## config.mk

```make
export PLATFORM = sky130hd
export DESIGN_NAME = trng_reader
export DESIGN_NICKNAME = d
export VERILOG_FILES = /design/src/rtl/trng_reader_pkg.sv /design/src/rtl/trng_fifo.sv /design/src/rtl/trng_reader.sv
export SDC_FILE = /design/constraint.sdc
export NUM_CORES = 1
export LEC_CHECK = 0
export CAP_MARGIN = 10
export CORE_UTILIZATION = 51
export DETAILED_ROUTE_END_ITERATION = 10
export PLACE_DENSITY = 0.88
export SLEW_MARGIN = 15
export SYNTH_ARGS = -nofsm -noshare
export SYNTH_HDL_FRONTEND = slang
export SYNTH_SLANG_ARGS = --single-unit
```

## constraint.sdc

```tcl
create_clock -name clk -period 2.8 [get_ports clk]
set_clock_uncertainty 0.05 [all_clocks]
set_input_delay 0.7 -clock clk [delete_from_list [all_inputs] [get_ports clk]]
set_output_delay 0.7 -clock clk [all_outputs]
set_load 0.005 [all_outputs]
```

## src/rtl/trng_reader_pkg.sv

```systemverilog
// trng_reader_pkg: shared definitions for the TRNG reader.
//   - bus register offsets (DATA, STATUS, CTRL, reserved)
//   - STATUS / CTRL bit positions
//   - collector FSM state enum
//   - byte-index and word-count widths
//   - pack_status(): assembles the STATUS register image
package trng_reader_pkg;

    localparam int unsigned BYTE_IDX_W = 2;
    localparam int unsigned COUNT_W    = 5;

    localparam logic [1:0] ADDR_DATA   = 2'd0;
    localparam logic [1:0] ADDR_STATUS = 2'd1;
    localparam logic [1:0] ADDR_CTRL   = 2'd2;
    localparam logic [1:0] ADDR_RSVD   = 2'd3;

    localparam int unsigned STAT_NOT_EMPTY = 0;
    localparam int unsigned STAT_FULL      = 1;
    localparam int unsigned STAT_COUNT_LSB = 2;
    localparam int unsigned STAT_FAIL      = 7;
    localparam int unsigned STAT_IDX_LSB   = 8;

    localparam int unsigned CTRL_ENABLE = 0;
    localparam int unsigned CTRL_FLUSH  = 1;

    typedef enum logic {
        COL_WAIT = 1'b0,
        COL_CLR  = 1'b1
    } col_state_t;

    function automatic logic [31:0] pack_status(
        input logic                  not_empty,
        input logic                  full,
        input logic [COUNT_W-1:0]    count,
        input logic                  fail,
        input logic [BYTE_IDX_W-1:0] byte_idx
    );
        logic [31:0] s;
        s = '0;
        s[STAT_NOT_EMPTY]                           = not_empty;
        s[STAT_FULL]                                = full;
        s[STAT_COUNT_LSB +: COUNT_W]                = count;
        s[STAT_FAIL]                                = fail;
        s[STAT_IDX_LSB +: BYTE_IDX_W]               = byte_idx;
        return s;
    endfunction

endpackage

```

## src/rtl/trng_fifo.sv

```systemverilog
// trng_fifo: synchronous word FIFO for collected entropy.
// Ports:
//   clk, rst          clock, asynchronous active-high reset
//   push, wdata       write a word (ignored when full unless popping too)
//   pop               remove head word (ignored when empty)
//   flush             empty the FIFO (wins over push/pop)
//   rdata             current head word (combinational)
//   count, full, empty occupancy status
module trng_fifo
    import trng_reader_pkg::*;
#(
    parameter int unsigned WIDTH = 32,
    parameter int unsigned DEPTH = 4
) (
    input  logic               clk,
    input  logic               rst,
    input  logic               push,
    input  logic               pop,
    input  logic               flush,
    input  logic [WIDTH-1:0]   wdata,
    output logic [WIDTH-1:0]   rdata,
    output logic [COUNT_W-1:0] count,
    output logic               full,
    output logic               empty
);

    localparam int unsigned PTR_W = $clog2(DEPTH);

    logic [WIDTH-1:0] mem [DEPTH];
    logic [PTR_W-1:0] wr_ptr;
    logic [PTR_W-1:0] rd_ptr;
    logic             do_push;
    logic             do_pop;

    always_comb begin
        full    = (count == COUNT_W'(DEPTH));
        empty   = (count == '0);
        do_pop  = pop && !empty;
        // A push into a full FIFO is accepted only when a pop frees the slot
        do_push = push && (!full || do_pop);
        rdata   = mem[rd_ptr];
    end

    always_ff @(posedge clk) begin
        if (do_push && !flush) begin
            mem[wr_ptr] <= wdata;
        end
    end

    always_ff @(posedge clk or posedge rst) begin
        if (rst) begin
            wr_ptr <= '0;
            rd_ptr <= '0;
            count  <= '0;
        end else if (flush) begin
            wr_ptr <= '0;
            rd_ptr <= '0;
            count  <= '0;
        end else begin
            if (do_push) begin
                wr_ptr <= wr_ptr + PTR_W'(1);
            end
            if (do_pop) begin
                rd_ptr <= rd_ptr + PTR_W'(1);
            end
            if (do_push && !do_pop) begin
                count <= count + COUNT_W'(1);
            end else if (do_pop && !do_push) begin
                count <= count - COUNT_W'(1);
            end
        end
    end

endmodule

```

## src/rtl/trng_reader.sv

```systemverilog
// trng_reader: collects bytes from an entropy generator, packs them
// little-endian into 32-bit words and buffers them in a FIFO readable
// over a simple register bus.
// Optional feature: define TRNG_HEALTH_EN to enable the repetition-count
// health test (sticky fail after REP_LIMIT identical consecutive bytes).
// Ports:
//   clk, rst            clock, asynchronous active-high reset
//   trng_out, trng_rdy  generator byte and its level-held ready flag
//   trng_en             generator enable (CTRL.enable)
//   trng_clr            one-cycle pulse clearing the generator byte counter
//   sel, we, addr       bus strobe, write flag, register select
//   wdata               bus write data
//   rdata, rvalid       registered read data and its one-cycle qualifier
module trng_reader
    import trng_reader_pkg::*;
#(
    parameter int unsigned FIFO_DEPTH = 4,
    parameter int unsigned REP_LIMIT  = 4
) (
    input  logic        clk,
    input  logic        rst,
    input  logic [7:0]  trng_out,
    input  logic        trng_rdy,
    output logic        trng_en,
    output logic        trng_clr,
    input  logic        sel,
    input  logic        we,
    input  logic [1:0]  addr,
    input  logic [31:0] wdata,
    output logic [31:0] rdata,
    output logic        rvalid
);

    col_state_t            state;
    col_state_t            state_next;
    logic                  enable;
    logic [BYTE_IDX_W-1:0] byte_idx;
    logic [23:0]           partial;
    logic                  fail;
    logic                  trip;

    logic                  rd_req;
    logic                  wr_req;
    logic                  ctrl_wr;
    logic                  flush;
    logic                  data_rd;
    logic                  pop_eff;
    logic                  can_store;
    logic                  capture;
    logic                  store_byte;
    logic                  push;
    logic [31:0]           read_mux;

    logic [31:0]           fifo_head;
    logic [COUNT_W-1:0]    fifo_count;
    logic                  fifo_full;
    logic                  fifo_empty;

    trng_fifo #(
        .WIDTH (32),
        .DEPTH (FIFO_DEPTH)
    ) u_fifo (
        .clk   (clk),
        .rst   (rst),
        .push  (push),
        .pop   (data_rd),
        .flush (flush),
        .wdata ({trng_out, partial}),
        .rdata (fifo_head),
        .count (fifo_count),
        .full  (fifo_full),
        .empty (fifo_empty)
    );

    assign trng_en = enable;

    always_comb begin
        rd_req  = sel && !we;
        wr_req  = sel && we;
        ctrl_wr = wr_req && (addr == ADDR_CTRL);
        flush   = ctrl_wr && wdata[CTRL_FLUSH];
        data_rd = rd_req && (addr == ADDR_DATA);
        pop_eff = data_rd && !fifo_empty;
        // Only a word-completing byte needs FIFO space; a pop on the same
        // edge frees it. Discarded bytes (health fail) never need space.
        can_store = fail || !((&byte_idx) && fifo_full && !pop_eff);
    end

    // Collector FSM
    always_ff @(posedge clk or posedge rst) begin
        if (rst) begin
            state <= COL_WAIT;
        end else begin
            state <= state_next;
        end
    end

    always_comb begin
        state_next = state;
        capture    = 1'b0;
        trng_clr   = 1'b0;
        case (state)
            COL_WAIT: begin
                if (enable && trng_rdy && can_store && !flush) begin
                    capture    = 1'b1;
                    state_next = COL_CLR;
                end
            end
            COL_CLR: begin
                trng_clr   = 1'b1;
                state_next = COL_WAIT;
            end
            default: state_next = COL_WAIT;
        endcase
    end

    always_comb begin
        store_byte = capture && !fail && !trip;
        push       = store_byte && (&byte_idx);
    end

`ifdef TRNG_HEALTH_EN
    localparam int unsigned REP_W = $clog2(REP_LIMIT + 1);

    logic [REP_W-1:0] rep_cnt;
    logic [REP_W-1:0] rep_next;
    logic [7:0]       prev_byte;

    always_comb begin
        rep_next = REP_W'(1);
        if ((rep_cnt != '0) && (trng_out == prev_byte)) begin
            rep_next = (rep_cnt >= REP_W'(REP_LIMIT)) ? rep_cnt : rep_cnt + REP_W'(1);
        end
        // The byte that trips the test is itself discarded
        trip = capture && (rep_next >= REP_W'(REP_LIMIT));
    end

    always_ff @(posedge clk or posedge rst) begin
        if (rst) begin
            rep_cnt   <= '0;
            prev_byte <= '0;
            fail      <= 1'b0;
        end else if (flush) begin
            rep_cnt   <= '0;
            prev_byte <= '0;
            fail      <= 1'b0;
        end else if (capture) begin
            rep_cnt   <= rep_next;
            prev_byte <= trng_out;
            if (trip) begin
                fail <= 1'b1;
            end
        end
    end
`else
    assign fail = 1'b0;
    assign trip = 1'b0;
`endif

    // Byte packing and control register
    always_ff @(posedge clk or posedge rst) begin
        if (rst) begin
            enable   <= 1'b0;
            byte_idx <= '0;
            partial  <= '0;
        end else begin
            if (ctrl_wr) begin
                enable <= wdata[CTRL_ENABLE];
            end
            if (flush) begin
                byte_idx <= '0;
                partial  <= '0;
            end else if (store_byte) begin
                case (byte_idx)
                    2'd0: partial[7:0]   <= trng_out;
                    2'd1: partial[15:8]  <= trng_out;
                    2'd2: partial[23:16] <= trng_out;
                    default: partial     <= '0;
                endcase
                byte_idx <= byte_idx + BYTE_IDX_W'(1);
            end
        end
    end

    // Register read port
    always_comb begin
        read_mux = '0;
        case (addr)
            ADDR_DATA:   read_mux = fifo_empty ? '0 : fifo_head;
            ADDR_STATUS: read_mux = pack_status(!fifo_empty, fifo_full, fifo_count, fail, byte_idx);
            ADDR_CTRL:   read_mux[CTRL_ENABLE] = enable;
            default:     read_mux = '0;
        endcase
    end

    always_ff @(posedge clk or posedge rst) begin
        if (rst) begin
            rdata  <= '0;
            rvalid <= 1'b0;
        end else begin
            rvalid <= rd_req;
            if (rd_req) begin
                rdata <= read_mux;
            end
        end
    end

endmodule

```

* Word level (Yosys, flattened, before mapping)
Memory sizes are Yosys's and may differ from the RTL's.
Cells that the tools add are included.
** Storage, ports and cells
- Bits in registers :: 70
- Memory bits (writable) :: 128
- Input bits :: 47
- Output and inout port bits :: 35
- Memories :: 1
** Operators by class
- $add $sub $neg :: 5
- Equal/unequal tests :: 8
- Mux-type cells :: 23
- Bitwise gates (word level) :: 1
- Reduce and logical (&&, ||, !) cells :: 38
** Memories
- u_fifo.mem :: words 4, bits a word 32, read ports 1, clocked after Yosys merged registers in 0, write ports 1, line trng_fifo.sv:29 : logic [WIDTH-1:0] mem [DEPTH];
** Operators with widths (count)
- $pmux 31 s2 :: 1
- $mux 24 :: 2
- $pmux 8 s2 :: 3
- $mux 32 :: 1
- $logic_and 1x1->1 :: 16
- $mux 5 :: 3
- $mux 2 :: 6
- $reduce_and 2->1 :: 4
- $logic_not 1->1 :: 7
- $add 2x1->2 const B :: 3
- $ne 2x1->1 const B :: 3
- $reduce_bool 2->1 :: 3
- $reduce_or 2->1 :: 3
- $add 5x1->5 const B :: 1
- $eq 5x3->1 const B :: 1
- $logic_not 5->1 :: 1
- $mux 1 :: 5
- $sub 5x1->5 const B :: 1
- $eq 2x1->1 const B :: 2
- $eq 2x2->1 const B :: 2
- $logic_not 2->1 :: 2
- $pmux 1 s3 :: 1
- $reduce_bool 3->1 :: 1
- $pmux 1 s2 :: 1
- 2 further kinds :: 2

* Logic depth before layout (Yosys ltp)
- Word-level depth :: 18
- Depth in mapped cells :: 12
- Mapped depth without buffers :: 10

* By module
A second synthesis with hierarchy kept.
** Unflattened totals
- Cells, all modules :: 488
- Area total of the unflattened synthesis :: 7991.4 um^2
** By module, submodules not included
- trng_fifo :: instances 1, cells an instance 244, area an instance 5347.6 um^2, sequential area each 4068.9 um^2
- trng_reader :: instances 1, cells an instance 244, area an instance 2643.8 um^2, sequential area each 1526.5 um^2

* Worst setup path after synthesis
Ideal clock, no wire load.
- Path kind :: input -> register
- Start :: in addr[0]
- End :: reg u_fifo.count[4]
- Library setup time :: 87 ps
- Data arrival time :: 3108 ps
- Required time :: 2663 ps
- Setup slack :: -444 ps
- Stages on the path :: 12
- Cells stage by stage :: buf_2 -> or4b_4 -> nand3_1 -> and4_1 -> buf_4 -> nand2_1 -> fa_1 -> a21o_1 -> a21oi_1 -> nand2_1 -> mux2_2 -> o211ai_1
** On the way
- Longest elaborated chain between the ends :: 15
- Elaborated cells on any way between the ends :: 23
** Ends and longest elaborated chain
- from (decl) :: line trng_reader.sv:28 : input logic [1:0] addr,
- $logic_not 2->1 :: line trng_reader.sv:82 : data_rd = rd_req && (addr == ADDR_DATA);
- $logic_and 1x1->1 :: line trng_reader.sv:82
- $logic_and 1x1->1 :: line trng_fifo.sv:38, trng_reader.sv:83
- $logic_not 1->1 :: line trng_fifo.sv:66, trng_reader.sv:86
- $logic_and 1x1->1 :: line trng_reader.sv:86 : can_store = fail || !((&byte_idx) && fifo_full && !pop_eff);
- $logic_not 1->1 :: line trng_reader.sv:86
- $logic_and 1x1->1 (2 in series) :: line trng_reader.sv:104 : if (enable && trng_rdy && can_store && !flush) begin
- $mux 1 :: line trng_reader.sv:104
- $mux 1 :: line trng_reader.sv:102 : case (state)
- $logic_and 1x1->1 :: line trng_reader.sv:119 : push = store_byte && (&byte_idx);
- $logic_and 1x1->1 :: line trng_fifo.sv:40 : do_push = push && (!full || do_pop);
- $logic_and 1x1->1 or $logic_not 1->1 (tied branches) :: line trng_fifo.sv:66, trng_fifo.sv:68
- $mux 5 or $logic_and 1x1->1 (tied branches) :: line trng_fifo.sv:66, trng_fifo.sv:68
- $mux 5 or $reduce_bool 3->1 (tied branches)
- to (signal assigned) :: line trng_fifo.sv:67 : count <= count + COUNT_W'(1);
- to (signal assigned) :: line trng_fifo.sv:69 : count <= count - COUNT_W'(1);
- to (decl) :: line trng_fifo.sv:22 : output logic [COUNT_W-1:0] count,
Several ways; a longest one is shown, not always the timed one.
A chain may end at the register's enable or synchronous reset.

* Worst setup path in the final report
Same ends and word-level chain as after synthesis.

==> run_results.csv <==
group,metric,value,unit
place,place_area,8932,um^2
floorplanning,rows,44,
run_status,status,"finished, final reports clean",
routing,postRouteWirelength,16970,um
routing,postRouteAntennaNets,0,
final_layout,finish.utilization,64.43,%
final_layout,n_antenna_cell,0,
final_layout,nNetsFinal,621,
yosys,ys_ff_latch,198,
yosys,synth_seq_area_share,71.49,%
yosys,netlist_area,7826,um^2
global_routing,antenna_found_initial,0,
yosys,synth_edf_count,128,
clocking,cts.path.max_buffers,2,
worst_setup_path,critPathTopFamily,"simple AND/OR/NAND/NOR gates",
yosys,async_flop_share,35.35,%
place,gp_congestion,0.8648,
run,cap_viol_max_count,0,
yosys,synth_cells,472,
routing,first_pass_iters,5,
routing,route.detailed.drc,0,
global_routing,grt_pass1_wl,27010,um
place,placedCellCount,724,
clocking,ctsHtreeMaxLevel,4,
final_layout,layout-drive-gt1-share,23.21,%
min_path,min_path_type,"input pin to async pin",
worst_setup_path,crit_fanout,4,
yosys,syn_avg_cell_area,16.58,um^2
global_routing,grtUsageTotal,23.18,%
yosys,ys_top_cells_by_area,"edfxtp_1, dfrtp_1, mux4_2",
routing,vias,4705,
global_routing,grt_start_max_net_pins,65,
yosys,yosysWarnings,0,
power,total_power,8.282,mW
worst_setup_path,path_class,"input pin to flip-flop",
worst_setup_path,start_kind,"input pin",
sta,setup-violations-final,0,
worst_setup_path,cp_num_buf_inv,1,
floorplanning,die_w,125.9,um
worst_setup_path,critPathMaxStageDelay,560,ps
yosys,synth_fp_nets,532,
worst_setup_path,crit_chain,"clkbuf_2 -> or4b_4 -> nand3_4 -> and4_4 -> nand2_4 -> fa_2 -> a21o_1 -> a21oi_2 -> nand2_1 -> mux2_4 -> o211ai_1",
sta,min_period,2715,ps
floorplanning,core,14750,um^2
sta,drv_slew,0,
worst_setup_path,crit_required,3090,ps
floorplanning,start_util,53.04,%
final_layout,fin_area,9507,um^2
floorplanning,num_io_pins,82,
worst_setup_path,slowest_stage,"or4b_4",
sta,fin_ws,85.35,ps
yosys,synth_top_cell_area_share,49.11,%
yosys,synth.distinct_cells,47,
worst_setup_path,regToRegSetupSlack,180,ps
sta,finalCritPeriodShare,96.95,%
global_routing,grt-ovfl-total,0,
final_layout,area_delta_synth_final,21.47,%
power,ir_worst_vdd,0.5119,mV
place,port_buffers,51,
worst_setup_path,end_kind,"flip-flop",
sta,hold_violations,0,
clocking,cts_made_buffers,17,
clocking,clk_pin_slew,70,ps
sta,fmax,368.4,MHz
routing,routed_via_density,6.215,
clocking,cts_root_buf,"clkbuf_16",
clocking,cts_tree,"built",
yosys,synthFlopType,"edfxtp_1",
routing,routedWlPerCell,22.42,um
routing,drtIter0Drc,439,
sta,maxSlewHeadroom,60.00,%
place,dp_hpwl,10710,um
place,post-place-ws,-698.0,ps
floorplanning,dieArea,15840,um^2
power,p_leak,3.540,nW
clocking,worstSkewPairLatency,430,ps
sta,tightest_slew,591.7,ps
final_layout,finalNonFillerCells,757,
worst_setup_path,crit_arrival,3010,ps
floorplanning,fp.dieH,125.9,um
global_routing,grt_pass1_vias,4909,
yosys,synth.largest_area_cell,"edfxtp_1",
clocking,clock_sinks,198,
power,p_per_area,871.1,nW/um^2
==> cells by family after synthesis <==
logic type	after synthesis	synth area share, %
fa+ha+maj	13	2.174
buf+inv	37	2.158
flops	198	71.49
simple gates	104	7.099
compound gates	79	6.763
xor+xnor	5	0.5597
mux	36	9.752
==> metrics by stage <==
stage	hold slack [ps]	TNS, ps
final	435.7	0
after global routing	463.3	-4.887
after CTS	438.0	0
after detailed placement	423.1	-31230
after global placement	416.8	-24880
after floorplan	422.6	-264.3
==> cell type report <==
| class | instances | area [um^2] |
|---|---|---|
| clock inverters | 11 | 98.84 |
| well taps | 184 | 230.2 |
| clock buffers | 20 | 456.7 |
| inverters | 9 | 33.78 |
| fillers | 992 | 5248 |
| multi-input cells | 237 | 2103 |
| repair buffers | 98 | 987.2 |
| flip-flops and latches | 198 | 5597 |
==> state kept, by name, summed over array words and instances, names as in the netlist <==
| name | count |
|---|---|
| u_fifo.count | 5 |
| rvalid | 1 |
| u_fifo.wr_ptr | 2 |
| trng_en | 1 |
| state | 1 |
| u_fifo.mem | 128 |
| rdata | 32 |
| byte_idx | 2 |
| partial | 24 |
| u_fifo.rd_ptr | 2 |
==> cells in the mapped netlist (6+ instances only) <==
cell	number
nand3_1	29
nand2_1	43
a22oi_1	7
dfrtp_1	70
clkbuf_1	18
a21oi_1	18
ha_1	12
mux4_2	32
a22o_1	26
edfxtp_1	128
buf_2	6
nor2_1	7
inv_1	9
o21ai_0	19
==> final timing paths <==
path,from,to,depth (start not counted)
hold / removal,rst,rdata[5],2
max in group asynchronous,rst,u_fifo.rd_ptr[0],3
min in group clk,rdata[3],rdata[3],2
hold reg to reg,rdata[3],rdata[3],2
setup / recovery,addr[0],u_fifo.count[4],11
setup reg to reg,u_fifo.count[4],u_fifo.count[4],9
==> cell usage in the layout (no fill, tap or decap), types with 3 or more instances in the layout <==
master / count
a22o_1: 26
clkinvlp_4: 5
xor2_1: 3
buf_12: 11
nor2_1: 7
mux4_2: 32
edfxtp_1: 128
a22oi_1: 7
dfrtp_1: 69
clkdlybuf4s50_1: 47
nand3_1: 28
inv_1: 8
o21ai_0: 18
clkbuf_2: 3
a21oi_1: 17
ha_1: 12
and2_2: 4
clkbuf_16: 17
nand2_1: 42
buf_4: 36
==> power breakdown <==
group          leakage [nW]  internal (mW)  switching (mW)  total (mW)
combinational          1.17           1.05           0.935        1.99
clock                 0.258           1.27            1.03        2.30
sequential             2.11           3.59           0.404        4.00
==> metal layers <==
layer	share of wire [%]	wire length [um]	up-vias	global-route usage [%]
met5	0	0	-	0
li1	-	-	1999	-
met3	6.7	1138	45	5.055
met1	40	6717	2420	29.51
met2	51	8613	241	38.33
met4	3.0	501	0	10.99
==> repair_timing <==
item,in CTS,in global routing
buffers inserted,0,2
gates resized for setup,5,15
endpoints found under the hold margin,0,0
hold buffers,0,0
pin swaps,1,6
endpoints found under the setup margin,2,1
No activity file was read; power rests on OpenSTA's default activity.
